File: src/rtl/i2s_playback_tx.sv
// i2s_playback_tx: I2S DAC transmitter fed by a stereo-pair FIFO; bclk/lrclk come from an
// external clock domain and are oversampled by clk (at least 4x bclk).
module i2s_playback_tx #(
   parameter int DATA_W     = 24,
   parameter int FIFO_DEPTH = 4
) (
   input  logic                        clk,
   input  logic                        reset_n,
   input  logic                        bclk,
   input  logic                        lrclk,
   input  logic                        enable,
   input  logic                        s_valid,
   output logic                        s_ready,
   input  logic [DATA_W-1:0]           s_left,
   input  logic [DATA_W-1:0]           s_right,
   output logic                        dacdat,
   output logic [$clog2(FIFO_DEPTH):0] fifo_level,
   output logic                        underflow,
   input  logic                        clear_underflow
);
   localparam int AW = $clog2(FIFO_DEPTH);
   localparam int LW = AW + 1;
   localparam int CW = $clog2(DATA_W + 1);
   localparam logic [CW-1:0] BITS = CW'(DATA_W);
   localparam logic [LW-1:0] FULL = LW'(FIFO_DEPTH);

   logic              bclk_s1, bclk_s2, bclk_h, lr_s1, lr_s2, lr_h;
   logic [DATA_W-1:0] mem_l [FIFO_DEPTH];
   logic [DATA_W-1:0] mem_r [FIFO_DEPTH];
   logic [AW-1:0]     wr_ptr, rd_ptr;
   logic [DATA_W-1:0] shift, held_r;
   logic [CW-1:0]     bit_cnt;
   logic              fall, chan_edge, left_edge, right_edge, empty, push, pop, uf_set;

   // lr_h holds lrclk as sampled at the previous bclk fall
   assign fall       = bclk_h & ~bclk_s2;
   assign chan_edge  = fall & enable & (lr_s2 != lr_h);
   assign left_edge  = chan_edge & ~lr_s2;
   assign right_edge = chan_edge & lr_s2;
   assign empty      = fifo_level == '0;
   assign s_ready    = fifo_level != FULL;
   assign push       = s_valid & s_ready;
   assign pop        = left_edge & ~empty;
   assign uf_set     = left_edge & empty;

   always_ff @(posedge clk or negedge reset_n)
      if (!reset_n) begin
         bclk_s1 <= 1'b0;
         bclk_s2 <= 1'b0;
         bclk_h  <= 1'b0;
         lr_s1   <= 1'b0;
         lr_s2   <= 1'b0;
         lr_h    <= 1'b0;
      end else begin
         bclk_s1 <= bclk;
         bclk_s2 <= bclk_s1;
         bclk_h  <= bclk_s2;
         lr_s1   <= lrclk;
         lr_s2   <= lr_s1;
         if (fall) lr_h <= lr_s2;
      end

   always_ff @(posedge clk)
      if (push) begin
         mem_l[wr_ptr] <= s_left;
         mem_r[wr_ptr] <= s_right;
      end

   always_ff @(posedge clk or negedge reset_n)
      if (!reset_n) begin
         wr_ptr     <= '0;
         rd_ptr     <= '0;
         fifo_level <= '0;
         underflow  <= 1'b0;
      end else begin
         if (push) wr_ptr <= wr_ptr + AW'(1);
         if (pop) rd_ptr <= rd_ptr + AW'(1);
         if (push != pop) fifo_level <= push ? fifo_level + LW'(1) : fifo_level - LW'(1);
         underflow <= uf_set | (underflow & ~clear_underflow);
      end

   // A starved frame sends zeros on both channels; a disabled transmitter idles saturated
   always_ff @(posedge clk or negedge reset_n)
      if (!reset_n) begin
         shift   <= '0;
         held_r  <= '0;
         bit_cnt <= BITS;
         dacdat  <= 1'b0;
      end else if (!enable) begin
         held_r  <= '0;
         bit_cnt <= BITS;
         dacdat  <= 1'b0;
      end else if (fall) begin
         if (left_edge) begin
            shift   <= empty ? '0 : mem_l[rd_ptr];
            held_r  <= empty ? '0 : mem_r[rd_ptr];
            bit_cnt <= '0;
         end else if (right_edge) begin
            shift   <= held_r;
            bit_cnt <= '0;
         end else if (bit_cnt < BITS) begin
            dacdat  <= shift[DATA_W-1];
            shift   <= {shift[DATA_W-2:0], 1'b0};
            bit_cnt <= bit_cnt + CW'(1);
         end else begin
            dacdat  <= 1'b0;
         end
      end
endmodule

File: config.mk
export PLATFORM = sky130hd
export DESIGN_NAME = i2s_playback_tx
export DESIGN_NICKNAME = d
export VERILOG_FILES = /design/src/rtl/i2s_playback_tx.sv
export SDC_FILE = /design/constraint.sdc
export NUM_CORES = 1
export LEC_CHECK = 0
export BUFFER_PORTS_ARGS = -buffer_cell sky130_fd_sc_hd__buf_2
export CAP_MARGIN = 20
export CORE_MARGIN = 1.5
export CORE_UTILIZATION = 54
export DETAILED_ROUTE_END_ITERATION = 8
export GPL_TIMING_DRIVEN = 1
export PLACE_DENSITY = 0.75
export SLEW_MARGIN = 0
export SYNTH_ARGS = -nofsm -noshare
export SYNTH_HDL_FRONTEND = slang
export SYNTH_SLANG_ARGS = --single-unit
File: constraint.sdc
create_clock -name clk -period 2.6 [get_ports clk]
set_clock_uncertainty 0.15 [all_clocks]
set_input_delay 0.26 -clock clk [delete_from_list [all_inputs] [get_ports clk]]
set_output_delay 0.26 -clock clk [all_outputs]
set_load 0.01 [all_outputs]
Yosys cells after proc, flatten, opt, wreduce, memory -nomap -nowiden

Memory sizes are Yosys's and may differ from the RTL's.
Cells that the tools add are included.

Output and inout bits: 6
Flip-flop bits (word level): 68
Bits in writable memories: 192
Memories kept: 2
Word-level logic and storage cells: 71
Bits of input ports: 55

Reduce and logical (&&, ||, !) cells: 6
Mux-type cells: 21
Add/sub/neg operators: 5
Equal/unequal tests: 8
Bitwise gates (word level): 14
$lt $le $gt $ge: 1

Memories:

| name  | words | bits a word | rd ports | clocked after Yosys merged registers in | wr ports | RTL line | source |
|---|---|---|---|---|---|---|---|
| mem_l | 4     | 24          | 1        | 0                                       | 1        | 28       | `logic [DATA_W-1:0] mem_l [FIFO_DEPTH];` |
| mem_r | 4     | 24          | 1        | 0                                       | 1        | 29       | `logic [DATA_W-1:0] mem_r [FIFO_DEPTH];` |

Operator list:

| operator                                                           | count |
|---|---|
| 24-bit 2-to-1 mux                                                  | 8 |
| 5-bit 2-to-1 mux                                                   | 5 |
| 1-bit bitwise AND                                                  | 9 |
| 1-bit 2-to-1 mux                                                   | 7 |
| 3-bit AND reduction                                                | 2 |
| 5-bit by 1-bit adder with 5-bit output, second input constant      | 1 |
| 5-bit less-than comparator, second input constant                  | 1 |
| 2-bit by 1-bit adder with 2-bit output, second input constant      | 2 |
| 2-bit by 1-bit != test with 1-bit output, second input constant    | 2 |
| 2-bit != test, second input constant                               | 2 |
| 4-bit by 1-bit != test with 1-bit output, second input constant    | 1 |
| 1-bit NOT                                                          | 4 |
| 2-bit AND reduction                                                | 2 |
| 3-bit by 1-bit adder with 3-bit output, second input constant      | 1 |
| 3-bit zero test                                                    | 1 |
| 3-bit 2-to-1 mux                                                   | 1 |
| 3-bit != test, second input constant                               | 1 |
| 3-bit nonzero test                                                 | 1 |
| 3-bit by 1-bit subtractor with 3-bit output, second input constant | 1 |
| 1-bit != test                                                      | 2 |
| 1-bit bitwise OR                                                   | 1 |

Longest topological paths before layout

Gate-level depths: netlist (run 1).

Depth after elaboration: 9
Mapped depth: 7
Mapped depth without buffers: 6

Least setup slack after synthesis (run 1)

OpenSTA, ideal clock, no wires.

Path kind: register to register
From: reg fifo_level[2]
To: mem mem_l[0][0] (enable)
Setup time: 0.411 ns
Cell stages (with the launch flop): 4
Setup slack: 0.045 ns
Period minus slack after synthesis: 2.555 ns
Arrival: 1.995 ns
Data required time: 2.039 ns
Buffers on the path: 1
Cell sequence: dfrtp_1 -> or3b_1 -> buf_2 -> and3_1

Cells in the longest elaborated chain, start to end: 4

RTL lines:

| element                                | RTL line | source |
|---|---|---|
| start: declaration                     | 17       | `output logic [$clog2(FIFO_DEPTH):0] fifo_level,` |
| start signal: assignment               | 78       | `if (push != pop) fifo_level <= push ? fifo_level + LW'(1) : fifo_level - LW'(1);` |
| 3-bit != test                          | 41       | `assign s_ready = fifo_level != FULL;` |
| named net s_ready                      | 13       | `output logic s_ready,` |
| 1-bit bitwise AND                      | 42       | `assign push = s_valid & s_ready;` |
| 1-bit 2-to-1 mux                       | 64       | `if (push) begin` |
| 1-bit 2-to-1 mux (not written as such) | 65       | `mem_l[wr_ptr] <= s_left;` |
| end: declaration                       | 28       |  |

The timed path passes the listed nets, and every way through them passes these cells.

Worst setup path in the final report (run 1)

From: reg rd_ptr[0]
To: reg shift[23]

Cells in the longest elaborated chain, start to end: 3

RTL lines:

| element                  | RTL line | source |
|---|---|---|
| start: declaration       | 30       | `logic [AW-1:0] wr_ptr, rd_ptr;` |
| start signal: assignment | 77       | `if (pop) rd_ptr <= rd_ptr + AW'(1);` |
| memory read 4 x 24 bit   | -        |  |
| 24-bit 2-to-1 mux        | 95       | `shift <= empty ? '0 : mem_l[rd_ptr];` |
| 24-bit 2-to-1 mux        | 94       | `if (left_edge) begin` |
| end signal: assignment   | 95       |  |
| end signal: assignment   | 99       | `shift <= held_r;` |
| end signal: assignment   | 103      | `shift <= {shift[DATA_W-2:0], 1'b0};` |
| end: declaration         | 31       | `logic [DATA_W-1:0] shift, held_r;` |

No other way between the ends.
A chain may end at the register's enable or synchronous reset.

==> flow_summary.json, run 1 <==
{
  "die-height_microns": 140,
  "synth-simple-area-share": 0.0464,
  "drt-pass1-iter-count": 7,
  "crit_type": "flop to flop",
  "synth_area_leaders": "edfxtp_1 57%, dfrtp_1 16%, mux4_2 11%",
  "failed_checks": "DRC",
  "synth_top_family_by_area": "multiplexers",
  "clock_latency_ns": 0.52,
  "ctsHoldBuffers": 53,
  "gp_congestion": 0.778,
  "netlist-cell-type-count": 43,
  "critPathLaunchType": "flop",
  "path_max_fanout": 19,
  "fin_nets": 736,
  "rows": 49,
  "netlist_area_sq_mm": 0.0101,
  "via_count": 5553,
  "ant_nets": 0,
  "endpoint_kind": "flop",
  "synth_edf_count": 192,
  "pwr-share-clk": 0.317,
  "layout-drive-gt1-share": 0.273,
  "placedInstanceArea_sq_mm": 0.0108,
  "postRouteWirelength_microns": 19700,
  "die_area_sq_mm": 0.0196,
  "switching_share": 0.257,
  "leakage_nw": 4.34,
  "grt_overflow": 0,
  "yosys_register_bits": 260,
  "path_clk_slew_ns": 0.06,
  "synth_xor_area_frac": 0.0121,
  "clkSinkCount": 260,
  "drt-initial-drc-count": 482,
  "status": "finished with violations",
  "crit_start": "rd_ptr[0]$_DFFE_PN0P_",
  "grt_max_degree": 49,
  "p_per_area_mw_per_mm2": 976,
  "worst_path_dominant_cell_family": "flip-flops",
  "syn_area_per_cell_sq_um": 18.4,
  "worstMarginPinSlew_ns": 0.645,
  "cp_slowest_cell": "dfrtp_4",
  "internal_power_mw": 8.83,
  "cp.buffers_inverters": 1,
  "netlist_instances": 550,
  "hold_viol_final": 0,
  "fin_tns_setup_ns": 0,
  "ys_async_sr_fraction": 0.262,
  "slowest_delay_ns": 0.70,
  "comb_power_share": 0.203,
  "post-dp-hpwl_microns": 11000,
  "path_cells": "buf_4 > mux4_2 > nand2_1 > a41oi_1",
  "core_sq_mm": 0.0181,
  "grt_pass1_vias": 5703,
  "cts-root-buf": "clkbuf_16",
  "muxShareOfSynthArea": 0.111,
  "hp-start": "enable",
  "netlist.area_leader.share": 0.570,
  "start_util": 0.558,
  "io_pins": 61,
  "drc": 3,
  "fp.dieW_microns": 140,
  "synth_compound_area_frac": 0.0628,
  "synth-adder-area-share": 0.00816,
  "required_ns": 2.81,
  "final_cell_area_sq_mm": 0.0122,
  "vias_per_cell": 6.01,
  "maxSlewViolCount": 0,
  "grt_pass1_wl_microns": 31700,
  "clk_path_buf_depth": 3,
  "htreeDepth": 1,
  "finalCriticalPeriod_ns": 2.14,
  "syn_to_final_growth_pct": 20.3,
  "ctsResizeCount": 0,
  "rsz0062_at_grt": "false",
  "r2r_start": "rd_ptr[0]$_DFFE_PN0P_",
  "port_buffers": 60,
  "cts_made_buffers": 26,
  "seq_area_frac_synth": 0.738,
  "fin_crit_sh": 0.821,
  "cts_setup_buffers": 0,
  "wire_per_inst_microns": 21.3,
  "total_power_mw": 11.9,
  "antenna_found_initial": 0,
  "slew_headroom": 0.570,
  "ir_worst_vdd_v": 0.000491,
  "setup_viol": 0,
  "p_seq_frac": 0.481,
  "cap_violations": 0,
  "antenna_cells": 0,
  "fmax_mhz": 468,
  "final_common_cell": "edfxtp_1",
  "synth_top_flop_cell": "edfxtp_1",
  "power_switching_mw": 3.06,
  "fillers": 1182,
  "yosysWarnings": 0,
  "cp.arrival_ns": 2.35,
  "grtUsageTotal": 0.210,
  "synth_top_area_cell": "edfxtp_1",
  "min_path_type": "input pin to flop",
  "synth_fp_nets": 611,
  "layout_common_cells": "192 x edfxtp_1, 64 x dfrtp_1, 60 x buf_2",
  "cts_tree": "done"
}
## final cells by class
cell class	instances	area, sq um	area share
clock buffers	43	845	0.0693
clock inverters	5	48.8	0.00401
inverters	5	18.8	0.00154
multi-input cells	250	2450	0.201
flip-flops and latches	260	7470	0.614
well taps	229	287	0.0235
repair buffers	132	1060	0.0871
## path summary, 6_finish.rpt
kind	end	slack, ns	cells past startpoint
hold reg to reg	lr_s2$_DFF_PN0_	0.20	0
hold / removal	bit_cnt[4]$_DFFE_PN1P_	0.12	3
max in group asynchronous	bit_cnt[3]$_DFFE_PN1P_	1.53	3
setup / recovery	shift[23]$_DFFE_PN0P_	0.46	4
setup reg to reg	shift[23]$_DFFE_PN0P_	0.46	4
min in group asynchronous	held_r[3]$_DFFE_PN0P_	0.13	2
## Yosys cell counts (11+ instances only)
cell type / n
mux4_2: 48
a41oi_1: 20
o21ai_0: 26
nand3_1: 27
clkbuf_1: 11
dfrtp_1: 66
edfxtp_1: 192
a22o_1: 24
nand2_1: 30
buf_2: 13
nor2_1: 27
## metal layers
metal | GRT usage | wire length (microns) | part of all wire | vias up
li1 | - | - | - | 2438
met2 | 0.347 | 9990 | 0.51 | 187
met1 | 0.297 | 8290 | 0.42 | 2903
met4 | 0.0604 | 357 | 0.018 | 0
met5 | 0 | 0 | 0 | -
met3 | 0.0294 | 1090 | 0.055 | 25
## power by group through the flow
| stage | sequential, mW | clock [mW] | combinational [mW] |
|---|---|---|---|
| 3_3_place_gp | 5.73 | 0 | 2.33 |
| 3_5_place_dp | 5.79 | 0 | 2.37 |
| 4_1_cts | 5.72 | 3.83 | 2.46 |
| 6_report | 5.71 | 3.76 | 2.41 |
| 2_1_floorplan | 5.63 | 0 | 1.70 |
| 5_1_grt | 5.79 | 3.99 | 2.59 |
## kinds of logic (layout without fill, tap and decap cells)
| family | count (synthesis) | in the layout |
|---|---|---|
| xor+xnor | 11 | 11 |
| fa+ha+maj | 6 | 6 |
| compound gates | 81 | 81 |
| simple gates | 100 | 100 |
| flops | 260 | 260 |
| mux | 52 | 52 |
| buf+inv | 40 | 185 |
## per-stage QoR
stage | setup slack, ns | hold WS, ns | utilization | std cells
2_1_floorplan | 0.0445 | -0.186 | - | 550
3_3_place_gp | 0.508 | 0.115 | 0.593 | 823
3_5_place_dp | 0.461 | 0.120 | 0.593 | 823
4_1_cts | 0.436 | 0.0990 | 0.671 | 924
5_1_grt | 0.339 | 0.136 | 0.671 | 924
6_report | 0.465 | 0.118 | 0.671 | 924
## worst reg2reg max path, stage by stage, from the launching register on
cell and delay (ns):
dfrtp_4 0.70, buf_4 0.32, mux4_2 0.58, nand2_1 0.09
a41oi_1 0.14
## sequential cells by signal, indices dropped and copies added, names as in the netlist, 2 cells and up
name	flops
mem_r	96
fifo_level	3
rd_ptr	2
mem_l	96
bit_cnt	5
shift	24
wr_ptr	2
held_r	24
No activity file was read; power rests on OpenSTA's default activity.
==> inputs of run 2 (changes only) <==
- CORE_UTILIZATION: 54 -> 60
- PLACE_DENSITY: 0.75 -> 0.79
- clock period: 2.6 -> 2.15 ns (I/O delays scaled with it)
==> run 2 against run 1 <==
Effect of this change: the run now ends clean; cell area increased by 0.60%; clock-buffer cell count shrank 14; register-to-register slack worse by 0.29 ns; utilization rose by 7.0 points; combinational power grew 25%; largest power group unchanged.
==> flow_summary.json, run 2 (synthesis results as in run 1) <==
{
  "antenna_cells": 0,
  "cts_tree": "done",
  "antenna_found_initial": 0,
  "layout-drive-gt1-share": 0.276,
  "final_common_cell": "edfxtp_1",
  "path_max_fanout": 7,
  "min_path_type": "input pin to asynchronous set/reset pin",
  "rows": 47,
  "drc": 0,
  "drt-pass1-iter-count": 5,
  "cap_violations": 0,
  "fp.dieW_microns": 133,
  "top_regs": "mem_l: 96 flops, mem_r: 96 flops",
  "cts-root-buf": "clkbuf_16",
  "setup_ws_ns": 0.0863,
  "clk_path_buf_depth": 3,
  "critPathLaunchType": "flop",
  "ant_nets": 0,
  "rsz0062_at_grt": "false",
  "grt_overflow": 0,
  "die-height_microns": 133,
  "crit_start": "fifo_level[1]$_DFFE_PN0P_",
  "fmax_mhz": 485,
  "postRouteWirelength_microns": 20200,
  "leakage_nw": 4.36,
  "final_util": 0.742,
  "layout_common_cells": "192 x edfxtp_1, 64 x dfrtp_1, 60 x buf_2",
  "ir_worst_vdd_v": 0.000775,
  "fin_crit_sh": 0.960,
  "htreeDepth": 1,
  "cts_made_buffers": 26,
  "fin_tns_setup_ns": 0,
  "path_clk_slew_ns": 0.06,
  "io_pins": 61,
  "syn_to_final_growth_pct": 21.1,
  "grt_pass1_vias": 5909,
  "dp_cells": 819,
  "core_sq_mm": 0.0165,
  "wire_per_inst_microns": 21.8,
  "gp_congestion": 0.825,
  "cp.arrival_ns": 1.70,
  "hold_viol_final": 0,
  "grt_max_degree": 52,
  "clock_latency_ns": 0.53,
  "die_area_sq_mm": 0.0177,
  "via_count": 5580,
  "switching_share": 0.261,
  "vias_per_cell": 6.05,
  "grtUsageTotal": 0.242,
  "total_power_mw": 14.5,
  "status": "completed",
  "endpoint_kind": "primary output",
  "finalCriticalPeriod_ns": 2.06,
  "r2r_start": "rd_ptr[0]$_DFFE_PN0P_",
  "pwr-share-clk": 0.312,
  "crit_type": "flop to primary output",
  "grt_pass1_wl_microns": 32400,
  "setup_viol": 0,
  "place_ws_ns": 0.173,
  "port_buffers": 60,
  "power_switching_mw": 3.78,
  "clkSinkCount": 260,
  "comb_power_share": 0.209,
  "slew_headroom": 0.581,
  "start_util": 0.613,
  "required_ns": 1.78,
  "internal_power_mw": 10.7,
  "fin_nets": 744,
  "final_cells": 923,
  "maxSlewViolCount": 0,
  "post-dp-hpwl_microns": 11100,
  "cts_setup_buffers": 0,
  "p_seq_frac": 0.479,
  "worstMarginPinSlew_ns": 0.626,
  "drt-initial-drc-count": 369,
  "p_per_area_mw_per_mm2": 1180
}
==> run 2: changes by cell type in the layout (fill, tap and decap cells not counted), moves of 2 or more <==
| cell | previous run | this run |
|---|---|---|
| clkbuf_16 | 28 | 26 |
| bufinv_16 | 1 | 4 |
| clkbuf_8 | 8 | 0 |
| dlygate4sd3_1 | 53 | 56 |
| clkinv_1 | 1 | 5 |
| clkbuf_1 | 5 | 3 |
| buf_12 | 7 | 10 |
| clkinvlp_4 | 0 | 3 |
| clkbuf_4 | 2 | 0 |
| buf_4 | 12 | 14 |
| clkinv_2 | 3 | 5 |
==> run 2: layer usage <==
metal | up-vias | GRT usage | wire length, microns
li1 | 2458 | - | -
met1 | 2856 | 0.331 | 8240
met2 | 219 | 0.398 | 10100
met3 | 47 | 0.0421 | 1160
met4 | 0 | 0.0922 | 693
met5 | - | 0 | 0
==> run 2: power groups by stage <==
stage                     Sequential (mW)  Combinational (mW)  Clock [mW]
after floorplan                      6.79                2.06           0
final                                6.94                3.02        4.53
after detailed placement             7.02                2.95           0
after global placement               6.95                2.89           0
after CTS                            6.95                3.07        4.59
after global routing                 7.03                3.26        4.79
==> run 2: area by class of cell <==
class,instances,area [sq um]
inverters,5,18.8
repair buffers,140,1170
flip-flops and latches,260,7470
clock inverters,19,208
multi-input cells,250,2450
well taps,220,275
fillers,957,4270
clock buffers,29,662
==> run 2: per-stage QoR <==
step,area (sq um),hold slack [ns]
2_1_floorplan,10100,-0.231
3_3_place_gp,10800,-0.00734
3_5_place_dp,10800,-0.00506
4_1_cts,12300,0.0880
5_1_grt,12300,0.114
6_report,12300,0.0959
==> run 2: worst paths after layout <==
path,end,slack (ns),cells past startpoint
setup / recovery,s_ready,0.09,3
hold / removal,bit_cnt[2]$_DFFE_PN0P_,0.1,3
setup reg to reg,shift[1]$_DFFE_PN0P_,0.17,4
hold reg to reg,bclk_s2$_DFF_PN0_,0.20,0
max in group asynchronous,lr_s2$_DFF_PN0_,0.72,3
min in group clk,bclk_s1$_DFF_PN0_,0.18,2
==> run 2: critical path: stages (launching register included) <==
cell and delay [ns]:
dfrtp_1 0.43, or3b_4 0.44, buf_4 0.17, buf_2 0.14
==> run 2: repair_timing <==
item | 4_1_cts | 5_1_grt
hold buffers | 56 | 0
resized for setup | 0 | 1
hold endpoints to repair | 264 | 0
endpoints found under the setup margin | 0 | 1
